[config.mk]
export PLATFORM = sky130hd
export DESIGN_NAME = taus_state_ctrl
export DESIGN_NICKNAME = d
export VERILOG_FILES = /design/src/rtl/awgn_pkg.sv /design/src/rtl/taus_next.sv /design/src/rtl/taus_state_ctrl.sv
export SDC_FILE = /design/constraint.sdc
export NUM_CORES = 1
export LEC_CHECK = 0
export ABC_CLOCK_PERIOD_IN_PS = 4700
export BUFFER_PORTS_ARGS = -buffer_cell sky130_fd_sc_hd__buf_2
export CORE_ASPECT_RATIO = 1.25
export CORE_MARGIN = 5
export CORE_UTILIZATION = 51
export CTS_CLUSTER_SIZE = 8
export DETAILED_ROUTE_END_ITERATION = 7
export PLACE_DENSITY = 0.81
export SKIP_CTS_REPAIR_TIMING = 1
export SYNTH_ARGS = -nofsm -noshare
export SYNTH_HDL_FRONTEND = slang
export SYNTH_SLANG_ARGS = --single-unit
[constraint.sdc]
create_clock -name clk -period 4.7 [get_ports clk]
set_clock_uncertainty 0.05 [all_clocks]
set_input_delay 0.94 -clock clk [delete_from_list [all_inputs] [get_ports clk]]
set_output_delay 0.94 -clock clk [all_outputs]
set_load 0.05 [all_outputs]
[src/rtl/awgn_pkg.sv]
// ============================================================================
// Module      : awgn_pkg
// Description : Shared Tausworthe constants and state-controller FSM encoding
//               for the AWGN generator URNG front end.
// Revision    : 1.0
// ============================================================================
`default_nettype none

package awgn_pkg;

    // Per-component masks clearing the low bits that never feed the recurrence
    localparam logic [31:0] c_taus_mask1 = 32'hFFFF_FFFE;
    localparam logic [31:0] c_taus_mask2 = 32'hFFFF_FFF8;
    localparam logic [31:0] c_taus_mask3 = 32'hFFFF_FFF0;

    // Shift triplets (inner-left, right, mask-left) per component
    localparam int c_taus1_a = 13;
    localparam int c_taus1_b = 19;
    localparam int c_taus1_c = 12;
    localparam int c_taus2_a = 2;
    localparam int c_taus2_b = 25;
    localparam int c_taus2_c = 4;
    localparam int c_taus3_a = 3;
    localparam int c_taus3_b = 11;
    localparam int c_taus3_c = 17;

    // Smallest seeds that keep each component out of its degenerate subspace
    localparam logic [31:0] c_seed1_min = 32'd2;
    localparam logic [31:0] c_seed2_min = 32'd8;
    localparam logic [31:0] c_seed3_min = 32'd16;

    typedef enum logic [1:0] {
        ST_IDLE   = 2'd0,
        ST_WARMUP = 2'd1,
        ST_RUN    = 2'd2
    } taus_state_t;

endpackage

`default_nettype wire

[src/rtl/taus_next.sv]
// ============================================================================
// Module      : taus_next
// Description : Combinational next-state function of the three Tausworthe
//               component generators.
// Revision    : 1.0
// ============================================================================
`default_nettype none

module taus_next
    import awgn_pkg::*;
(
    input  logic [31:0] s1,
    input  logic [31:0] s2,
    input  logic [31:0] s3,
    output logic [31:0] n1,
    output logic [31:0] n2,
    output logic [31:0] n3
);

    always_comb begin
        n1 = ((s1 & c_taus_mask1) << c_taus1_c) ^ (((s1 << c_taus1_a) ^ s1) >> c_taus1_b);
        n2 = ((s2 & c_taus_mask2) << c_taus2_c) ^ (((s2 << c_taus2_a) ^ s2) >> c_taus2_b);
        n3 = ((s3 & c_taus_mask3) << c_taus3_c) ^ (((s3 << c_taus3_a) ^ s3) >> c_taus3_b);
    end

endmodule

`default_nettype wire

[src/rtl/taus_state_ctrl.sv]
// ============================================================================
// Module      : taus_state_ctrl
// Description : Seed load/sanitise, warm-up and handshake-driven advance of
//               the three Tausworthe states feeding the URNG combiner.
// Revision    : 1.0
// ============================================================================
`default_nettype none

module taus_state_ctrl
    import awgn_pkg::*;
#(
    parameter int          WARMUP_CYCLES = 16,
    parameter logic [31:0] DEF_SEED1     = 32'h0000_1234,
    parameter logic [31:0] DEF_SEED2     = 32'h0000_5678,
    parameter logic [31:0] DEF_SEED3     = 32'h0009_ABCD
) (
    input  logic        clk,
    input  logic        reset,
    input  logic        seed_load,
    input  logic [31:0] seed_in1,
    input  logic [31:0] seed_in2,
    input  logic [31:0] seed_in3,
    input  logic        adv_ready,
    output logic [31:0] urng_seed1,
    output logic [31:0] urng_seed2,
    output logic [31:0] urng_seed3,
    output logic        seed_valid,
    output logic        warming,
    output logic        seed_err
);

    localparam int CNT_W        = (WARMUP_CYCLES > 0) ? $clog2(WARMUP_CYCLES + 1) : 1;
    localparam int CNT_LAST_INT = (WARMUP_CYCLES > 0) ? (WARMUP_CYCLES - 1) : 0;
    localparam logic [CNT_W-1:0] CNT_LAST = CNT_W'(CNT_LAST_INT);

    taus_state_t      r_state;
    logic [CNT_W-1:0] r_cnt;

    logic        w_bad1;
    logic        w_bad2;
    logic        w_bad3;
    logic [31:0] w_san1;
    logic [31:0] w_san2;
    logic [31:0] w_san3;
    logic [31:0] w_n1;
    logic [31:0] w_n2;
    logic [31:0] w_n3;

    always_comb begin
        w_bad1 = (seed_in1 < c_seed1_min);
        w_bad2 = (seed_in2 < c_seed2_min);
        w_bad3 = (seed_in3 < c_seed3_min);
        w_san1 = w_bad1 ? DEF_SEED1 : seed_in1;
        w_san2 = w_bad2 ? DEF_SEED2 : seed_in2;
        w_san3 = w_bad3 ? DEF_SEED3 : seed_in3;
    end

    taus_next u_next (
        .s1 (urng_seed1),
        .s2 (urng_seed2),
        .s3 (urng_seed3),
        .n1 (w_n1),
        .n2 (w_n2),
        .n3 (w_n3)
    );

    // A seed load overrides every state, including a concurrent RUN advance
    always_ff @(posedge clk or posedge reset) begin
        if (reset) begin
            r_state    <= ST_IDLE;
            r_cnt      <= '0;
            urng_seed1 <= '0;
            urng_seed2 <= '0;
            urng_seed3 <= '0;
            seed_valid <= 1'b0;
            warming    <= 1'b0;
            seed_err   <= 1'b0;
        end else if (seed_load) begin
            urng_seed1 <= w_san1;
            urng_seed2 <= w_san2;
            urng_seed3 <= w_san3;
            r_cnt      <= '0;
            if (w_bad1 || w_bad2 || w_bad3) begin
                seed_err <= 1'b1;
            end
            if (WARMUP_CYCLES == 0) begin
                r_state    <= ST_RUN;
                seed_valid <= 1'b1;
                warming    <= 1'b0;
            end else begin
                r_state    <= ST_WARMUP;
                seed_valid <= 1'b0;
                warming    <= 1'b1;
            end
        end else begin
            case (r_state)
                ST_IDLE: begin
                    seed_valid <= 1'b0;
                    warming    <= 1'b0;
                end
                ST_WARMUP: begin
                    urng_seed1 <= w_n1;
                    urng_seed2 <= w_n2;
                    urng_seed3 <= w_n3;
                    r_cnt      <= r_cnt + 1'b1;
                    if (r_cnt == CNT_LAST) begin
                        r_state    <= ST_RUN;
                        seed_valid <= 1'b1;
                        warming    <= 1'b0;
                    end
                end
                ST_RUN: begin
                    if (adv_ready) begin
                        urng_seed1 <= w_n1;
                        urng_seed2 <= w_n2;
                        urng_seed3 <= w_n3;
                    end
                end
                default: begin
                    r_state    <= ST_IDLE;
                    seed_valid <= 1'b0;
                    warming    <= 1'b0;
                end
            endcase
        end
    end

endmodule

`default_nettype wire

### After elaboration in Yosys (flattened, before gate mapping)

Cells that the tools add are included.

* $add $sub $neg: 1
* order comparisons: 3
* eq/ne operators: 7
* muxes and demuxes: 23
* bitwise gates (word level): 6
* reduce and logical (&&, ||, !) cells: 10

Operator list (number)
* 2-to-1 mux 32 bit: 9
* one-hot mux 32 bit (2 select lines): 3
* XOR 32 bit: 3
* less-than comparator 32 x 2 -> 1 bit, second input constant: 1
* less-than comparator 32 x 4 -> 1 bit, second input constant: 1
* less-than comparator 32 x 5 -> 1 bit, second input constant: 1
* XOR 32 x 13 -> 32 bit: 1
* XOR 32 x 21 -> 32 bit: 1
* XOR 32 x 7 -> 32 bit: 1
* 2-to-1 mux 5 bit: 2
* AND reduction 2 bit: 4
* inequality test 3 bit, second input constant: 2
* adder 5 x 1 -> 5 bit, second input constant: 1
* equality test 5 x 4 -> 1 bit, second input constant: 1
* 2-to-1 mux 1 bit: 4
* 2-to-1 mux 2 bit: 2
* one-hot mux 1 bit (2 select lines): 2
* one-hot mux 2 bit (2 select lines): 1
* nonzero test 3 bit: 1
* equality test 2 x 1 -> 1 bit, second input constant: 1
* equality test 2 bit, second input constant: 1
* zero test 2 bit: 1
* logical OR 1 bit: 2
* inequality test 2 x 1 -> 1 bit, second input constant: 1
* other kinds (3): 3

* register bits after elaboration: 106
* input port bits: 100
* output and inout bits: 99
* word-level logic and storage cells: 58

### Logic depth before layout (Yosys ltp)

* depth in word-level cells: 5
* gate-level depth with buffers: 7
* gate-level depth less buffers: 6

### By module

A second synthesis with hierarchy kept.

* cell total of the unflattened synthesis: 658
* area, all modules: 6117.1 µm²

By module, submodules not included
* taus_state_ctrl: instances 1, cells each 562, area an instance 5345.1 µm², seq. area each 2652.5 µm²
* taus_next: instances 1, cells each 96, area an instance 772.0 µm², seq. area each 0.0 µm²

### Worst setup path before layout

No wires, ideal clock.

* path type: input port to flip-flop
* from: input seed_in3[30]
* to: register urng_seed3[1]
* library setup time: 129 ps
* arrival: 1830 ps
* required time: 4521 ps
* path slack: 2690 ps
* stages on the path: 5
* buffers on the path: 1
* cell sequence: nor4_1 -> nand4_1 -> clkbuf_1 -> o211ai_1 -> a31oi_1

* longest elaborated chain between the ends: 3

RTL lines
* from (decl): line taus_state_ctrl.sv:22 `input logic [31:0] seed_in3,`
* less-than comparator 32 x 5 -> 1 bit: line taus_state_ctrl.sv:52 `w_bad3 = (seed_in3 < c_seed3_min);`
* 2-to-1 mux 32 bit: line taus_state_ctrl.sv:55 `w_san3 = w_bad3 ? DEF_SEED3 : seed_in3;`
* 2-to-1 mux 32 bit: line taus_state_ctrl.sv:78 `end else if (seed_load) begin`
* to (signal assigned): line taus_state_ctrl.sv:81 `urng_seed3 <= w_san3;`
* to (signal assigned): line taus_state_ctrl.sv:104 `urng_seed3 <= w_n3;`
* to (signal assigned): line taus_state_ctrl.sv:116 `urng_seed3 <= w_n3;`
* to (decl): line taus_state_ctrl.sv:26 `output logic [31:0] urng_seed3,`

Every way passes these cells.
A chain may end at the register's enable or synchronous reset.

### Worst setup path in the final report

* from: input seed_load
* to: register urng_seed1[5]

* longest elaborated chain between the ends: 2
* elaborated cells between the ends (all ways): 4
* those cells by class: eq/ne: 1; mux: 1; reduce/logical: 2

RTL lines
* from (decl): line taus_state_ctrl.sv:19 `input logic seed_load,`
* inequality test 3 bit (no source line) / nonzero test 3 bit (equally long branches)
* AND reduction 2 bit (no source line)
* to (signal assigned): line taus_state_ctrl.sv:79 `urng_seed1 <= w_san1;`
* to (signal assigned): line taus_state_ctrl.sv:102 `urng_seed1 <= w_n1;`
* to (signal assigned): line taus_state_ctrl.sv:114 `urng_seed1 <= w_n1;`
* to (decl): line taus_state_ctrl.sv:24 `output logic [31:0] urng_seed1,`

Parallel ways exist; a longest one is shown, timed or not.

==> results_dict.tcl <==
set metrics [dict create \
    clk_latency_ns 0.34 \
    path_clk_slew_ns 0.07 \
    first_global_vias 5126 \
    synth-seq-area-share_pct 46.3 \
    synthesis.area_um2 5730 \
    rows 43 \
    port_buffers 198 \
    viasPerCell 5.57 \
    ir_worst_vdd_mv 0.236 \
    ctsRootBufferMaster "clkbuf_16" \
    cp.arrival_ns 2.99 \
    core_area_um2 11000 \
    synth_edf_count 0 \
    final_antenna_net_count 0 \
    antennaDiodeCount 0 \
    min_to "urng_seed2[17]" \
    antenna_found_initial 0 \
    drt-initial-drc-count 310 \
    cts_buffers 9 \
    clock-sinks 106 \
    netlist_top_cells_area "dfrtp_1, mux2i_1, o21ai_0, nor2_1, nand2_1" \
    fin_crit_sh_pct 59.8 \
    cts_max_level 3 \
    end_kind "register" \
    drt-total-wl_um 16000 \
    final_core_util_pct 63.2 \
    yosysMostFrequentCell "dfrtp_1" \
    dpl.hpwl_um 11900 \
    seq_area_um2 2650 \
    timing.rr.start "r_state[0]" \
    die-height_um 129 \
    totalNegativeSetupSlack_ns 0 \
    rr_worst_depth 5 \
    grt_setup_unrepaired "no" \
    grt_pass1_wl_um 25500 \
    grt_util_all_layers_pct 23.1 \
    worst_slew_pin_slew_ns 1.04 \
    yosysWarningCount 0 \
    multi_input_area_um2 2820 \
    top_usage_layer "met2" \
    layout_min_cycle_time_ns 2.81 \
    power_density_nw_per_um2 403 \
    min_delay_path_depth 2 \
    worstHoldStart "urng_seed2[17]" \
    synth_top_area_cell "dfrtp_1" \
    async_flop_share_pct 100 \
    met1_usage_pct 29.3 \
    crit_fanout 96 \
    firstDrtPassIters 4 \
    hold_class "register to register" \
    synthCells 612 \
    max-clock-path-buffers 2 \
    synth_top_area_share_pct 46.3 \
    synth-seq-cells 106 \
    synthFlopType "dfrtp_1" \
    layout-drive-gt1-share_pct 28.3 \
    via_count 5137 \
    final_nets 885 \
    area_growth_pct 21.6 \
    cp-startpoint "seed_load" \
    finalSetupViolCount 0 \
    ys_types 34 \
    globalRouteOverflowTotal 0 \
    reg2reg_setup_slack_ns 2.59 \
    status "finished clean" \
    grtUsageMet2_pct 37.6 \
    cts_tree "yes" \
    synthesis.nets 714 \
    post-route-drc-count 0 \
    drv_cap 0 \
    synthTopCellsByCount "dfrtp_1, nor2_1, o21ai_0" \
    wl_per_cell_um 17.3 \
    hold_viol_final 0 \
    io_pins 199 \
    cp.required_ns 4.88 \
    slew_headroom_pct 30.7 \
    place.gp.congestion 0.936 \
    avgSynthCellArea_um2 9.36 \
    cp-start-kind "input pin" \
    use_met3_pct 5.92 \
    start_util_pct 52.0 \
    die_w_um 105 \
    reg2reg_to "urng_seed1[12]" \
    slew_violations 0 \
    fmax_mhz 356 \
    grt_max_degree 97 \
    power_leakage_uw 0.00328 \
    fillCellCount 906 \
    dieArea_um2 13500 \
    path_class "input pin to register" \
]
cell usage in the layout (no fill, tap or decap), types with 2 or more instances in the layout:
cell type	count
o211ai_1	5
a22o_1	25
dfrtp_1	106
o21bai_1	6
nand4_1	6
nor2b_1	27
nand2_1	68
buf_4	6
clkinv_2	4
xnor2_1	16
o21ai_0	72
nor2b_4	2
buf_2	197
a31oi_1	5
o21ai_1	19
nor4_1	20
nor3_1	2
ha_1	2
nor2_1	76
a21oi_1	20
nand3b_1	3
mux2i_1	56
xor2_1	23
clkbuf_16	9
state kept, by name (all words and copies together), names as in the netlist:
signal / count
urng_seed3: 32
r_cnt: 5
seed_err: 1
urng_seed1: 32
seed_valid: 1
r_state: 2
urng_seed2: 32
warming: 1
logic make-up after synthesis:
kind of cell	share of synthesized area [%]
multiplexers	9.78
AO/OA/AOI/OAI	16.3
buffers and inverters	4.54
adder cells (fa/ha/maj)	0.437
XOR/XNOR	5.96
flip-flops	46.3
AND/OR/NAND/NOR	16.7
worst max-delay path by stage:
stage                      to  slack (ns)  cells after the start
4_1_cts         urng_seed1[5]        1.94                      5
5_1_grt         urng_seed1[9]        1.74                      5
3_5_place_dp    urng_seed1[9]        1.60                      5
2_1_floorplan        r_cnt[0]        0.92                      1
6_report        urng_seed1[5]        1.89                      5
3_3_place_gp   urng_seed1[12]        1.61                      5
stage by stage:
stage	instance area [um2]	worst slack, ns	instances	power (uW)	hold WS [ns]
5_1_grt	6970	1.74	923	2930	0.493
3_5_place_dp	6680	1.60	907	2090	0.446
3_3_place_gp	6680	1.61	907	2070	0.437
6_report	6970	1.89	923	2810	0.460
4_1_cts	6970	1.94	923	2820	0.462
2_1_floorplan	5730	0.921	612	1810	0.447
power by group:
group / leakage (uW) / internal, uW / switching, uW
registers: 0.00124 / 1030 / 139
clock network: 0.000142 / 410 / 328
logic: 0.00190 / 258 / 644
total: 0.00328 / 1700 / 1110
worst max-delay path: stages:
cell	delay (ns)
buf_4	0.75
buf_4	0.73
nor2b_1	0.20
o21ai_0	0.09
a22o_1	0.20
cell type report:
cell class	instances	area share, %
Clock inverter	6	0.826
Inverter	2	0.144
Tap cell	135	2.42
Timing Repair Buffer	203	14.8
Sequential cell	106	38.1
Multi-Input combinational cell	461	40.4
Clock buffer	10	3.29
routing by layer:
metal	wire length, um	share of wire, %
met4	512	3.2
met2	7750	49
met3	1180	7.4
met1	6530	41
met5	0	0
Power figures use the tool's default switching activity.
